--- src/rtl/execute_muldiv_unit.sv ---
// Iterative MULT/DIV unit with architectural HI/LO registers, located in EX.
// Each mul/div runs NB_DATA shift iterations plus one sign-fix cycle in the background.
module execute_muldiv_unit #(
  parameter int unsigned NB_DATA     = 32,
  parameter int unsigned NB_FUNCTION = 6,
  parameter int unsigned NB_OP       = 6,
  parameter int unsigned NB_CNT      = 6
) (
  input  logic                   clock,
  input  logic                   reset_i,
  input  logic                   valid_i,
  input  logic                   ex_advance_i,
  input  logic [NB_OP-1:0]       opcode_i,
  input  logic [NB_FUNCTION-1:0] function_i,
  input  logic [NB_DATA-1:0]     data_ra_i,
  input  logic [NB_DATA-1:0]     data_rb_i,
  output logic [NB_DATA-1:0]     mf_data_o,
  output logic [NB_DATA-1:0]     hi_o,
  output logic [NB_DATA-1:0]     lo_o,
  output logic                   busy_o,
  output logic                   stall_o,
  output logic                   done_o
);

  localparam logic [NB_FUNCTION-1:0] FN_MFHI  = NB_FUNCTION'(6'h10);
  localparam logic [NB_FUNCTION-1:0] FN_MTHI  = NB_FUNCTION'(6'h11);
  localparam logic [NB_FUNCTION-1:0] FN_MFLO  = NB_FUNCTION'(6'h12);
  localparam logic [NB_FUNCTION-1:0] FN_MTLO  = NB_FUNCTION'(6'h13);
  localparam logic [NB_FUNCTION-1:0] FN_MULT  = NB_FUNCTION'(6'h18);
  localparam logic [NB_FUNCTION-1:0] FN_MULTU = NB_FUNCTION'(6'h19);
  localparam logic [NB_FUNCTION-1:0] FN_DIV   = NB_FUNCTION'(6'h1A);
  localparam logic [NB_FUNCTION-1:0] FN_DIVU  = NB_FUNCTION'(6'h1B);
  localparam logic [NB_CNT-1:0]      LAST_IT  = NB_CNT'(NB_DATA - 1);

  typedef enum logic [1:0] {ST_IDLE, ST_RUN, ST_FIX} state_e;

  state_e                 state_q, state_d;
  logic [NB_CNT-1:0]      count_q, count_d;
  logic [2*NB_DATA-1:0]   acc_q, acc_d;
  logic [NB_DATA-1:0]     a_q, a_d, b_q, b_d, rem_q, rem_d, ra_q, ra_d;
  logic [NB_DATA-1:0]     hi_q, hi_d, lo_q, lo_d;
  logic                   is_div_q, is_div_d, dbz_q, dbz_d, done_q, done_d;
  logic                   sign_quo_q, sign_quo_d, sign_rem_q, sign_rem_d;

  logic                   is_r, is_mul, is_dv, is_signed, is_mt, is_mf, known, busy, accept;
  logic [NB_DATA-1:0]     ra_mag, rb_mag, quo_neg, rem_neg;
  logic [NB_DATA:0]       mul_sum, div_shift, div_diff;
  logic                   div_ge;
  logic [2*NB_DATA-1:0]   prod_neg;

  // Instruction decode
  assign is_r      = (opcode_i == '0);
  assign is_mul    = is_r & ((function_i == FN_MULT) | (function_i == FN_MULTU));
  assign is_dv     = is_r & ((function_i == FN_DIV)  | (function_i == FN_DIVU));
  assign is_signed = (function_i == FN_MULT) | (function_i == FN_DIV);
  assign is_mt     = is_r & ((function_i == FN_MTHI) | (function_i == FN_MTLO));
  assign is_mf     = is_r & ((function_i == FN_MFHI) | (function_i == FN_MFLO));
  assign known     = is_mul | is_dv | is_mt | is_mf;
  assign busy      = (state_q != ST_IDLE);
  assign accept    = valid_i & ex_advance_i & ~busy & known;

  // Signed operands are iterated as magnitudes; 0x80000000 maps to 2^31 exactly
  assign ra_mag = (is_signed & data_ra_i[NB_DATA-1]) ? -data_ra_i : data_ra_i;
  assign rb_mag = (is_signed & data_rb_i[NB_DATA-1]) ? -data_rb_i : data_rb_i;

  // Per-iteration shift-add and restoring-divide datapath
  assign mul_sum   = {1'b0, acc_q[2*NB_DATA-1:NB_DATA]} + (b_q[0] ? {1'b0, a_q} : '0);
  assign div_shift = {rem_q, acc_q[NB_DATA-1]};
  assign div_ge    = (div_shift >= {1'b0, b_q});
  assign div_diff  = div_shift - {1'b0, b_q};
  assign prod_neg  = -acc_q;
  assign quo_neg   = -acc_q[NB_DATA-1:0];
  assign rem_neg   = -rem_q;

  always_ff @(posedge clock or negedge reset_i) begin
    if (!reset_i) begin
      state_q    <= ST_IDLE;
      count_q    <= '0;
      acc_q      <= '0;
      a_q        <= '0;
      b_q        <= '0;
      rem_q      <= '0;
      ra_q       <= '0;
      hi_q       <= '0;
      lo_q       <= '0;
      is_div_q   <= 1'b0;
      dbz_q      <= 1'b0;
      done_q     <= 1'b0;
      sign_quo_q <= 1'b0;
      sign_rem_q <= 1'b0;
    end else begin
      state_q    <= state_d;
      count_q    <= count_d;
      acc_q      <= acc_d;
      a_q        <= a_d;
      b_q        <= b_d;
      rem_q      <= rem_d;
      ra_q       <= ra_d;
      hi_q       <= hi_d;
      lo_q       <= lo_d;
      is_div_q   <= is_div_d;
      dbz_q      <= dbz_d;
      done_q     <= done_d;
      sign_quo_q <= sign_quo_d;
      sign_rem_q <= sign_rem_d;
    end
  end

  always_comb begin
    state_d    = state_q;
    count_d    = count_q;
    acc_d      = acc_q;
    a_d        = a_q;
    b_d        = b_q;
    rem_d      = rem_q;
    ra_d       = ra_q;
    hi_d       = hi_q;
    lo_d       = lo_q;
    is_div_d   = is_div_q;
    dbz_d      = dbz_q;
    done_d     = 1'b0;
    sign_quo_d = sign_quo_q;
    sign_rem_d = sign_rem_q;
    case (state_q)
      ST_IDLE: begin
        if (accept && is_mt) begin
          if (function_i == FN_MTHI) hi_d = data_ra_i;
          else                       lo_d = data_ra_i;
        end else if (accept && (is_mul || is_dv)) begin
          state_d    = ST_RUN;
          count_d    = '0;
          a_d        = ra_mag;
          b_d        = rb_mag;
          rem_d      = '0;
          acc_d      = is_dv ? {{NB_DATA{1'b0}}, ra_mag} : '0;
          ra_d       = data_ra_i;
          is_div_d   = is_dv;
          dbz_d      = is_dv & (data_rb_i == '0);
          sign_quo_d = is_signed & (data_ra_i[NB_DATA-1] ^ data_rb_i[NB_DATA-1]);
          sign_rem_d = is_signed & data_ra_i[NB_DATA-1];
        end
      end
      ST_RUN: begin
        if (is_div_q) begin
          acc_d = {acc_q[2*NB_DATA-1:NB_DATA], acc_q[NB_DATA-2:0], div_ge};
          rem_d = div_ge ? NB_DATA'(div_diff) : NB_DATA'(div_shift);
        end else begin
          acc_d = {mul_sum, acc_q[NB_DATA-1:1]};
          b_d   = b_q >> 1;
        end
        count_d = count_q + NB_CNT'(1);
        if (count_q == LAST_IT) state_d = ST_FIX;
      end
      ST_FIX: begin
        if (dbz_q) begin
          hi_d = ra_q;
          lo_d = '1;
        end else if (is_div_q) begin
          lo_d = sign_quo_q ? quo_neg : acc_q[NB_DATA-1:0];
          hi_d = sign_rem_q ? rem_neg : rem_q;
        end else begin
          {hi_d, lo_d} = sign_quo_q ? prod_neg : acc_q;
        end
        done_d  = 1'b1;
        state_d = ST_IDLE;
      end
      default: state_d = ST_IDLE;
    endcase
  end

  assign mf_data_o = (is_r && (function_i == FN_MFHI)) ? hi_q : lo_q;
  assign hi_o      = hi_q;
  assign lo_o      = lo_q;
  assign busy_o    = busy;
  assign stall_o   = valid_i & busy & known;
  assign done_o    = done_q;

endmodule

--- config.mk ---
export PLATFORM = sky130hd
export DESIGN_NAME = execute_muldiv_unit
export DESIGN_NICKNAME = d
export VERILOG_FILES = /design/src/rtl/execute_muldiv_unit.sv
export SDC_FILE = /design/constraint.sdc
export NUM_CORES = 1
export LEC_CHECK = 0
export CORE_ASPECT_RATIO = 1.1
export CORE_UTILIZATION = 60
export DETAILED_ROUTE_END_ITERATION = 7
export PLACE_DENSITY_LB_ADDON = 0.12
export SETUP_SLACK_MARGIN = 0.02
export SYNTH_ARGS = -nofsm -noshare
export SYNTH_HDL_FRONTEND = slang
export SYNTH_SLANG_ARGS = --single-unit
--- constraint.sdc ---
create_clock -name clock -period 5.9 [get_ports clock]
set_input_delay 1.18 -clock clock [delete_from_list [all_inputs] [get_ports clock]]
set_output_delay 1.18 -clock clock [all_outputs]
set_load 0.02 [all_outputs]
==> impl_metrics.json <==
{
  "placed_area_sq_mm": 0.0212,
  "cts_resized": 0,
  "synth-xor-area-share_pct": 9.12,
  "min_period_ns": 4.90,
  "vias": 18700,
  "synth_top_family_by_area": "compound AO/OA/AOI/OAI gates",
  "min_path_type": "reg2reg",
  "cts_hold_buf": 0,
  "fin_nets": 2556,
  "grt_pass1_vias": 17900,
  "critPathKind": "in2out",
  "ys_async_sr_fraction_pct": 100,
  "ys_types": 77,
  "clk_latency_ns": 0.58,
  "setup_viol": 0,
  "ys_top_cells_by_count": "nand2_1 (401), dfrtp_1 (268), o21ai_0 (237)",
  "synth_area_sq_mm": 0.0192,
  "synth_edf_count": 0,
  "grt_pass1_wl_um": 101000,
  "end_kind": "output pin",
  "final_layout_size_suffix_gt1_share_pct": 6.26,
  "wire_per_inst_um": 22.5,
  "power_density_mw_per_mm2": 277,
  "status": "complete, no violations",
  "gp_congestion": 1.02,
  "synth_compound_area_share_pct": 23.6,
  "synth_cells": 2316,
  "ir_drop_mv": 0.252,
  "area_growth_pct": 16.1,
  "synth_most_common_cell": "nand2_1",
  "cts_sinks": 268,
  "rows": 68,
  "routed_via_density": 6.55,
  "avgSynthCellArea_sq_um": 8.29,
  "holdWs_ns": 0.477,
  "required_ns": 4.72,
  "path_clk_slew_ns": 0.06,
  "die_h_um": 190,
  "core_area_sq_mm": 0.0314,
  "ys.flop_type": "dfrtp_1",
  "htree_levels": 1,
  "yosys.area.top_type_share_pct": 34.9,
  "grt_util_all_layers_pct": 39.0,
  "clockBufferDepth": 3,
  "worstSetupStartpointType": "primary input",
  "cts_buffers": 30,
  "synth.mux.area_fraction_pct": 4.35,
  "yosysSeqAreaShare_pct": 34.9,
  "syn_nets": 2467,
  "post-cts-setup-buffers": 0,
  "min_period_over_period_pct": 83.1,
  "p_leak_nw": 9.22,
  "drc": 0,
  "root_buffer": "clkbuf_16",
  "first_iter_violations": 1843,
  "drt-total-wl_um": 64100,
  "yosys.area.top_type": "dfrtp_1",
  "maxSlewHeadroom_pct": 26.8,
  "n_fill_cell": 2505,
  "cp.arrival_ns": 3.72,
  "antenna_found_initial": 3,
  "place_hpwl_um": 46500,
  "synth-adder-area-share_pct": 4.71,
  "rsz0062_at_grt": "false",
  "worst_pin_slew_ns": 1.09,
  "ant_nets": 0,
  "fmax_mhz": 204,
  "die-area_sq_mm": 0.0327,
  "io_pins": 179,
  "cts_tree": "built",
  "first_pass_iters": 6,
  "fin_setup_tns_ns": 0,
  "synth_warnings": 0,
  "synthSimpleGateAreaFrac_pct": 18.7,
  "dieWidth_um": 173,
  "finalMaxSlewViolations": 0,
  "cap_viol_max_count": 0,
  "start_util_pct": 61.2,
  "ys_seq_elements": 268,
  "io_buffers": 178,
  "grt_max_degree": 103,
  "stdcell_area_sq_mm": 0.0223,
  "finClkSkew_ns": 0.0149,
  "critPathMaxFanout": 32,
  "grt_overflow": 0,
  "final_hold_viol_count": 0,
  "synth_area_leaders": "dfrtp_1 (35%), nand2_1 (7.8%), o21ai_0 (6.2%), xor2_1 (5.2%), ha_1 (4.5%)"
}
[logic make-up (layout without fill, tap and decap cells)]
| family | count (synthesis) | after routing |
|---|---|---|
| AND/OR/NAND/NOR | 778 | 778 |
| AO/OA/AOI/OAI | 696 | 696 |
| flip-flops | 268 | 268 |
| buffers and inverters | 224 | 337 |
| XOR/XNOR | 200 | 200 |
| multiplexers | 79 | 79 |
| adder cells (fa/ha/maj) | 71 | 71 |
| other | 0 | 2 |
[cell usage in the layout, fill, tap and decap left out, types with 74 or more instances in the layout]
master | synthesis | final
a21oi_1 | 120 | 119
clkdlybuf4s50_1 | 0 | 177
dfrtp_1 | 268 | 266
inv_1 | 74 | 74
nand2_1 | 401 | 399
nand3_1 | 89 | 88
nor2_1 | 90 | 88
o21ai_0 | 237 | 236
xnor2_1 | 86 | 86
xor2_1 | 114 | 114
[state kept, by name (all words and copies together) (netlist names)]
register,count
rem_q,32
ra_q,31
count_q,6
b_q,32
sign_quo_q,1
is_div_q,1
a_q,32
sign_rem_q,1
done_o,1
acc_q,64
dbz_q,1
hi_o,32
state_q,2
lo_o,32
[per-layer routing]
metal / share of wire (%) / track usage (%) / vias up
li1: - / - / 8529
met1: 37 / 46.4 / 8965
met2: 48 / 65.4 / 922
met3: 7.5 / 5.76 / 242
met4: 7.4 / 27.6 / 2
met5: 0.020 / 0 / -
[path summary, 6_finish.rpt]
kind,depth (start not counted),slack (ns),endpoint,from
setup / recovery,8,1.0,mf_data_o[8],function_i[4]
hold / removal,2,0.48,a_q[9],a_q[9]
setup reg to reg,15,1.74,acc_q[59],b_q[0]
hold reg to reg,2,0.48,a_q[9],a_q[9]
max in group asynchronous,2,4.18,acc_q[38],reset_i
min in group asynchronous,1,0.58,lo_o[12],reset_i
[through the flow]
stage               cells  util (%)  power, W  setup slack (ns)
CTS                  2849      71.0   0.00614              1.02
global route         2849      71.0   0.00646             0.755
global placement     2793      67.5   0.00403              1.08
detailed placement   2793      67.5   0.00407              1.03
floorplan            2316         -   0.00353              2.20
finish               2851      71.0   0.00617             0.997
[where the power goes]
group          internal, W  switching (W)  total (W)
Sequential         0.00202       0.000237    0.00226
Combinational     0.000746        0.00108    0.00183
Clock              0.00125       0.000832    0.00208
[layout make-up]
type	instances	area, sq um	area share [%]
multi-input combinational	1824	11700	52.3
sequential	268	6710	30.1
timing repair buffer	206	2010	9.01
clock buffer	39	866	3.88
tap	420	526	2.36
inverter	75	282	1.26
clock inverter	17	226	1.02
antenna	2	5.00	0.0225
[worst max-delay path: stages]
cell and delay, ns:
clkdlybuf4s50_1 0.45, nor3b_1 0.24, and3_1 0.33, nor2b_1 0.25, nand2_1 0.09, buf_4 0.27
mux2_2 0.28, clkdlybuf4s50_1 0.60
Note: power is estimated with default switching activity, not from simulation.
